$ cat config.mk
export PLATFORM = sky130hd
export DESIGN_NAME = subckt_stim_driver
export DESIGN_NICKNAME = d
export VERILOG_FILES = /design/src/rtl/subckt_stim_driver.sv
export SDC_FILE = /design/constraint.sdc
export NUM_CORES = 1
export LEC_CHECK = 0
export CORE_MARGIN = 2
export CORE_UTILIZATION = 29
export CTS_BUF_LIST = sky130_fd_sc_hd__clkbuf_16
export CTS_CLUSTER_DIAMETER = 150
export DETAILED_ROUTE_END_ITERATION = 12
export GPL_TIMING_DRIVEN = 0
export RECOVER_POWER = 100
export SYNTH_ARGS = -nofsm -noshare
export SYNTH_HDL_FRONTEND = slang
export SYNTH_SLANG_ARGS = --single-unit
$ cat constraint.sdc
create_clock -name clk -period 4.1 [get_ports clk]
set_clock_uncertainty 0.1 [all_clocks]
set_input_delay 0.82 -clock clk [delete_from_list [all_inputs] [get_ports clk]]
set_output_delay 0.82 -clock clk [all_outputs]
set_load 0.05 [all_outputs]
$ cat src/rtl/subckt_stim_driver.sv
// Stimulus driver for a 4-input sub-circuit: applies N vectors (count or LFSR order)
// and accumulates ones_count, out_toggles, in_toggles and an 8-bit MISR of n_8.
// Ports: clk, rst, start, num_vec, lfsr_mode -> n_1..n_4; n_8 response in;
//        busy, done, ones_count, out_toggles, in_toggles, signature out.
module subckt_stim_driver #(
  parameter int VEC_W = 8,
  parameter int TOG_W = 16
) (
  input  logic             clk,
  input  logic             rst,
  input  logic             start,
  input  logic [VEC_W-1:0] num_vec,
  input  logic             lfsr_mode,
  output logic             n_1,
  output logic             n_2,
  output logic             n_3,
  output logic             n_4,
  input  logic             n_8,
  output logic             busy,
  output logic             done,
  output logic [TOG_W-1:0] ones_count,
  output logic [TOG_W-1:0] out_toggles,
  output logic [TOG_W-1:0] in_toggles,
  output logic [7:0]       signature
);

  typedef enum logic [1:0] {
    IDLE,
    RUN,
    DONE
  } state_t;

  localparam logic [TOG_W-1:0] MAX = '1;

  state_t           state;
  logic [3:0]       v;
  logic [3:0]       v_next;
  logic [VEC_W-1:0] rem;
  logic             mode;
  logic             prev_y;
  logic             first;
  logic             last;

  assign n_1 = v[0];
  assign n_2 = v[1];
  assign n_3 = v[2];
  assign n_4 = v[3];

  // The LFSR never reaches 0000 because the run seeds it with 0001.
  always_comb begin
    v_next = v + 4'd1;
    if (mode) v_next = {v[2:0], v[3] ^ v[2]};
  end

  assign last = (rem == VEC_W'(1));

  function automatic logic [2:0] pop4(input logic [3:0] x);
    return 3'(x[0]) + 3'(x[1]) + 3'(x[2]) + 3'(x[3]);
  endfunction

  function automatic logic [TOG_W-1:0] sat_add(
    input logic [TOG_W-1:0] a,
    input logic [2:0]       b
  );
    logic [TOG_W+2:0] s;
    s = {3'b000, a} + {{TOG_W{1'b0}}, b};
    if (s > {3'b000, MAX}) return MAX;
    return s[TOG_W-1:0];
  endfunction

  always_ff @(posedge clk or posedge rst) begin
    if (rst) begin
      state       <= IDLE;
      v           <= 4'b0000;
      rem         <= '0;
      mode        <= 1'b0;
      prev_y      <= 1'b0;
      first       <= 1'b0;
      busy        <= 1'b0;
      done        <= 1'b0;
      ones_count  <= '0;
      out_toggles <= '0;
      in_toggles  <= '0;
      signature   <= '0;
    end else begin
      unique case (state)
        IDLE: begin
          done <= 1'b0;
          if (start) begin
            ones_count  <= '0;
            out_toggles <= '0;
            in_toggles  <= '0;
            signature   <= '0;
            if (num_vec == '0) begin
              state <= DONE;
              done  <= 1'b1;
            end else begin
              state <= RUN;
              busy  <= 1'b1;
              rem   <= num_vec;
              mode  <= lfsr_mode;
              first <= 1'b1;
              v     <= lfsr_mode ? 4'b0001 : 4'b0000;
            end
          end
        end
        RUN: begin
          // Sample the response to the vector presented this cycle.
          signature <= {signature[6:0],
                        signature[7] ^ signature[5] ^
                        signature[4] ^ signature[3] ^ n_8};
          if (n_8) ones_count <= sat_add(ones_count, 3'd1);
          if (!first && (n_8 != prev_y))
            out_toggles <= sat_add(out_toggles, 3'd1);
          prev_y <= n_8;
          first  <= 1'b0;
          if (last) begin
            // Hold the final vector on the outputs.
            state <= DONE;
            busy  <= 1'b0;
            done  <= 1'b1;
          end else begin
            in_toggles <= sat_add(in_toggles, pop4(v ^ v_next));
            v          <= v_next;
            rem        <= rem - VEC_W'(1);
          end
        end
        DONE: begin
          state <= IDLE;
          done  <= 1'b0;
        end
        default: begin
          state <= IDLE;
          busy  <= 1'b0;
          done  <= 1'b0;
        end
      endcase
    end
  end

endmodule

# Word level (Yosys, flattened, before mapping)
# Cells that the tools add are included.
[classes]
n_lt_le_gt_ge = 3
add_sub_neg = 8
n_bitwise = 8
n_mux = 47
eq_ne = 10
n_reduce_logical = 14
[ops]
columns = ["operator", "n"]
rows = [
  ["two-way mux 16 bit", 10],
  ["one-hot mux 16 bit (2 select lines)", 3],
  ["greater-than comparator 17 x 16 -> 1 bit (second input constant)", 3],
  ["adder 16 x 1 -> 17 bit (second input constant)", 2],
  ["two-way mux 8 bit", 4],
  ["one-hot mux 8 bit (2 select lines)", 2],
  ["adder 16 x 3 -> 17 bit", 1],
  ["two-way mux 1 bit", 16],
  ["two-way mux 4 bit", 4],
  ["AND reduction 3 bit", 5],
  ["inequality test 2 bit (second input constant)", 6],
  ["== test 8 x 1 -> 1 bit (second input constant)", 1],
  ["logical NOT 8 bit", 1],
  ["one-hot mux 4 bit (2 select lines)", 1],
  ["AND reduction 4 bit", 2],
  ["subtractor 8 x 1 -> 8 bit (second input constant)", 1],
  ["two-way mux 2 bit", 3],
  ["bitwise XOR 1 bit", 5],
  ["adder 4 x 1 -> 4 bit (second input constant)", 1],
  ["one-hot mux 1 bit (2 select lines)", 2],
  ["one-hot mux 2 bit (2 select lines)", 1],
  ["AND reduction 2 bit", 2],
  ["bitwise XOR 4 bit", 1],
  ["adder 2 x 1 -> 3 bit", 1],
  ["11 further kinds", 12],
]
[word_totals]
register_bits = 75
elab_cells = 102
out_inout_bits = 62
input_bits = 13

# Logic depth before layout (Yosys ltp)
[logic_depth]
word_depth = 14
ltp_mapped = 13
mapped_depth_nobuf = 12

# Worst setup path after synthesis
# No wires, ideal clock.
[synth_timing]
path_kind = "register -> register"
start = "register v[2]"
end = "register in_toggles[13]"
n_path_buf = 1
stages_incl_launch_ff = 14
setup_slack_ns = 0.300
t_arrival_ns = 3.567
setup_time_ns = 0.133
t_required_ns = 3.867
synth_period_minus_slack_ns = 3.800
path_cell_list = "dfrtp_1 > xor2_1 > xnor2_1 > and2_1 > fa_1 > inv_1 > fa_1 > fa_1 > and3_1 > nand4_1 > nor2_1 > buf_2 > o41ai_1 > a21oi_1"
[synth_via]
elab_chain_cells = 14
word_cells_on_any_way = 15
cone_classes = "5 x add/sub; 1 x order compare; 7 x mux; 2 x bitwise"
[synth_rtl]
columns = ["element", "line", "rtl"]
rows = [
  ["start, declared", "36", "logic [3:0] v;"],
  ["start signal, assigned", "103", "v <= lfsr_mode ? 4'b0001 : 4'b0000;"],
  ["start signal, assigned", "124", "v <= v_next;"],
  ["parallel branches: the longest is 2 deep, another holds adder 4 x 1 -> 4 bit", "n/a", ""],
  ["bitwise XOR 4 bit (*)", "123", "in_toggles <= sat_add(in_toggles, pop4(v ^ v_next));"],
  ["adder 1 x 1 -> 2 bit", "58", "return 3'(x[0]) + 3'(x[1]) + 3'(x[2]) + 3'(x[3]);"],
  ["adder 2 x 1 -> 3 bit", "58", ""],
  ["adder 3 x 1 -> 3 bit (*)", "58", ""],
  ["adder 16 x 3 -> 17 bit (*)", "66", "s = {3'b000, a} + {{TOG_W{1'b0}}, b};"],
  ["greater-than comparator 17 x 16 -> 1 bit", "67", "if (s > {3'b000, MAX}) return MAX;"],
  ["two-way mux 1 bit", "67", ""],
  ["two-way mux 1 bit", "117", "if (last) begin"],
  ["two-way mux 1 bit", "86", "unique case (state)"],
  ["two-way mux 16 bit (*)", "68", "return s[TOG_W-1:0];"],
  ["two-way mux 16 bit (*)", "117", ""],
  ["one-hot mux 16 bit (2 select lines) (*)", "86", ""],
  ["end signal, assigned", "123", ""],
  ["end, declared", "23", "output logic [TOG_W-1:0] in_toggles,"],
]
# Mark *: on every way between the ends. The select of a mux whose other input is x is not followed.
# A chain may end at the register's enable or synchronous reset.

# Worst setup path in the final report
# Ends and elaborated chain as after synthesis.

==> metrics.txt <==
outcome complete, but fails checks; violations in the final reports capacitance limit; deepest clock path buffer count 2; global route overflow 0; post-synthesis instance total 506; area of the core 15,200 µm²; number of storage elements in the synthesis netlist 75; final setup fails 0; register area share after synthesis 0.415; Antenna Nets Post-Route 0; Antenna Cells 0; GRT Total Usage 0.160; Final #Nets 616; total routed wirelength 13.1 mm; Post-Synthesis Mean Instance Area 8.94 µm²; depth of the worst register-to-register path 13; worst path arrival time 3980 ps; kind of launch point of the worst setup path flop; net count of the mapped netlist 530; Final period util 0.944; most area-consuming cells after synthesis sky130_fd_sc_hd__dfrtp_1 (41%), sky130_fd_sc_hd__a21oi_1 (4.6%), sky130_fd_sc_hd__nand2_1 (3.8%); PnR Total Power 3680 µW; final weighted congestion of routability-driven global placement 0.858; fraction of synthesized cell area taken by the top area cell type 0.415; y dimension of the die 129 µm; distinct cell type count after synthesis 73; total of buffers placed on input and output ports 74; largest net degree at the start of global routing 45; first-pass GRT wire length 21.0 mm; cts bufs inserted 9; max cap viols 1; critical path peak fanout 10; Die Area 16,600 µm²; clock tree from TritonCTS yes; critical path launch point v[2]; Sequential Power Share 0.302; switching power 1730 µW; internal power 1940 µW; Worst IR Drop VDD 0.412 mV; Worst R2R Setup Slack 230 ps; routed vias/inst 5.61; via count 4,403; CTS H-tree lvls 3; fraction of layout cells with a size suffix above 1 0.0754; count of flip-flops with a built-in enable after synthesis 0; flip-flop cell with the highest count after synthesis sky130_fd_sc_hd__dfrtp_1; FFs w/ async S/R, synth 1.00; final period demand of the worst path 3870 ps; FMAX 258 MHz; standard-cell rows 45; path category of the worst min-delay check reg -> reg; clock-pin slew reported for the worst setup and hold paths after clock tree synthesis 60 ps; post-route setup TNS 0 ps; P&R area growth vs syn 26.5%; portion of total power attributed to the clock network 0.199; average wire length per cell after detail routing 16.6 µm; power density relative to cell area 642 nW/µm²; setup repair after global routing missed its margin no; Netlist Area Pre-Place 4530 µm²; transition time of the tightest slew-check pin 1480 ps; IO Count 75; worst setup path end in_toggles[13]; reg-to-reg endpoint in_toggles[13]; critical setup path kind reg -> reg; number of sinks on the clock net 75; Worst slew margin 0.00690; critical path endpoint category flop; Root Buffer Master sky130_fd_sc_hd__clkbuf_16; number of global-route vias before repair 3,995; Starting Density 0.298; antenna violations before repair 0; HPWL after detailed placement 9.29 mm; cts hold-fix bufs 0; number of design-rule violations left by the first detailed-router iteration 404; 1st-pass router iterations 5; part of the power in combinational logic 0.499; number of max-slew violations in the final report 0; top post-synthesis cells by count sky130_fd_sc_hd__dfrtp_1 (75), sky130_fd_sc_hd__nand2_1 (46), sky130_fd_sc_hd__a21oi_1 (42); net switching share of the total power 0.471; start of the worst register-to-register path v[2]; Die X 129 µm; Leak 0.00241 µW; data required time at the worst endpoint 4210 ps; number of hold violations in the final report 0; most common cell in the synthesized netlist sky130_fd_sc_hd__dfrtp_1; number of warning messages in the yosys log 0; DR DRC count 0; Synth area leader sky130_fd_sc_hd__dfrtp_1; clk_lat worst skew 340 ps
per-stage QoR:
stage / util / cells / setup slack (ps) / hold slack (ps) / cell area [µm²]
2_1_floorplan: - / 506 / 300 / 368 / 4530
3_3_place_gp: 0.362 / 768 / -158 / 381 / 5500
3_5_place_dp: 0.364 / 769 / 271 / 391 / 5530
4_1_cts: 0.382 / 785 / 249 / 406 / 5800
5_1_grt: 0.377 / 785 / 19.7 / 419 / 5720
6_report: 0.377 / 785 / 231 / 404 / 5720
layer usage:
layer	routed length [µm]	global-route usage	share of wire	vias to the layer above
met5	0	0	0	-
met4	247	0.0524	0.019	0
met3	687	0.0391	0.053	23
met2	6050	0.248	0.46	159
met1	6070	0.220	0.46	2142
li1	-	-	-	2079
worst min-delay path by stage:
| stage | from | endpoint | depth (start not counted) |
|---|---|---|---|
| CTS | signature[6] | signature[7] | 2 |
| finish | signature[6] | signature[7] | 2 |
| global placement | signature[6] | signature[7] | 2 |
| floorplan | prev_y | prev_y | 2 |
| detailed placement | signature[6] | signature[7] | 2 |
| global route | out_toggles[6] | out_toggles[6] | 1 |
critical path, stage by stage (launching register included):
cell and delay, ps:
sky130_fd_sc_hd__dfrtp_2 460, sky130_fd_sc_hd__xor2_1 200, sky130_fd_sc_hd__xnor2_1 130, sky130_fd_sc_hd__and2_1 170, sky130_fd_sc_hd__fa_1 490, sky130_fd_sc_hd__inv_1 50
sky130_fd_sc_hd__fa_1 470, sky130_fd_sc_hd__fa_1 450, sky130_fd_sc_hd__and3_1 240, sky130_fd_sc_hd__nand4_1 190, sky130_fd_sc_hd__nor2_1 150, sky130_fd_sc_hd__buf_2 210
sky130_fd_sc_hd__o41ai_1 340, sky130_fd_sc_hd__a21oi_1 70
layout by cell type (no fill, tap or decap), types with 4 or more instances in the layout:
cell type,synthesis,layout
sky130_fd_sc_hd__nor2_1,32,33
sky130_fd_sc_hd__nand4_1,11,11
sky130_fd_sc_hd__dfrtp_1,75,74
sky130_fd_sc_hd__nand3_1,30,30
sky130_fd_sc_hd__buf_2,11,9
sky130_fd_sc_hd__inv_1,14,15
sky130_fd_sc_hd__xnor2_1,9,9
sky130_fd_sc_hd__dlygate4sd3_1,0,66
sky130_fd_sc_hd__nor3_1,29,30
sky130_fd_sc_hd__and4_1,7,7
sky130_fd_sc_hd__a31oi_1,14,14
sky130_fd_sc_hd__clkdlybuf4s50_1,0,8
sky130_fd_sc_hd__a22oi_1,6,6
sky130_fd_sc_hd__clkbuf_1,15,20
sky130_fd_sc_hd__o211ai_1,4,6
sky130_fd_sc_hd__nor3b_1,6,6
sky130_fd_sc_hd__a21oi_1,42,42
sky130_fd_sc_hd__a211oi_1,7,8
sky130_fd_sc_hd__o21ai_0,30,32
sky130_fd_sc_hd__and2_1,6,6
sky130_fd_sc_hd__nand2_1,46,46
sky130_fd_sc_hd__and3_1,14,14
sky130_fd_sc_hd__a311oi_1,6,6
sky130_fd_sc_hd__o221a_2,4,4
sky130_fd_sc_hd__clkbuf_16,0,9
sky130_fd_sc_hd__nor4_1,5,5
sky130_fd_sc_hd__ha_1,8,8
layout make-up:
type,count,area [µm²]
multi-input combinational,385,2400
buffer,31,133
sequential,75,1880
clock buffer,9,225
timing repair buffer,75,746
fill,1562,9480
tap,188,235
inverter,15,57.6
clock inverter,7,45.0
power by group through the flow:
stage          Combinational (µW)  Sequential (µW)  Clock [µW]
5_1_grt                      2030             1140         802
4_1_cts                      1940             1110         756
6_report                     1830             1110         733
2_1_floorplan                1050             1420           0
3_5_place_dp                 1920             1120           0
3_3_place_gp                 1870             1120           0
flip-flops by register name, summed over array words and instances, names as in the netlist:
| register | cells |
|---|---|
| first | 1 |
| ones_count | 16 |
| done | 1 |
| state | 2 |
| out_toggles | 16 |
| rem | 8 |
| mode | 1 |
| prev_y | 1 |
| in_toggles | 16 |
| busy | 1 |
| signature | 8 |
| v | 4 |
cell families after synthesis:
| logic type | share of synthesized area |
|---|---|
| simple gates | 0.263 |
| compound gates | 0.213 |
| flops | 0.415 |
| buf+inv | 0.0456 |
| xor+xnor | 0.0213 |
| fa+ha+maj | 0.0354 |
| mux | 0.00691 |
timing repair:
item                       CTS  global route
resized for setup            0             1
setup buffers                0             0
setup endpoints to repair    0             2
(Power assumes the default switching activity.)
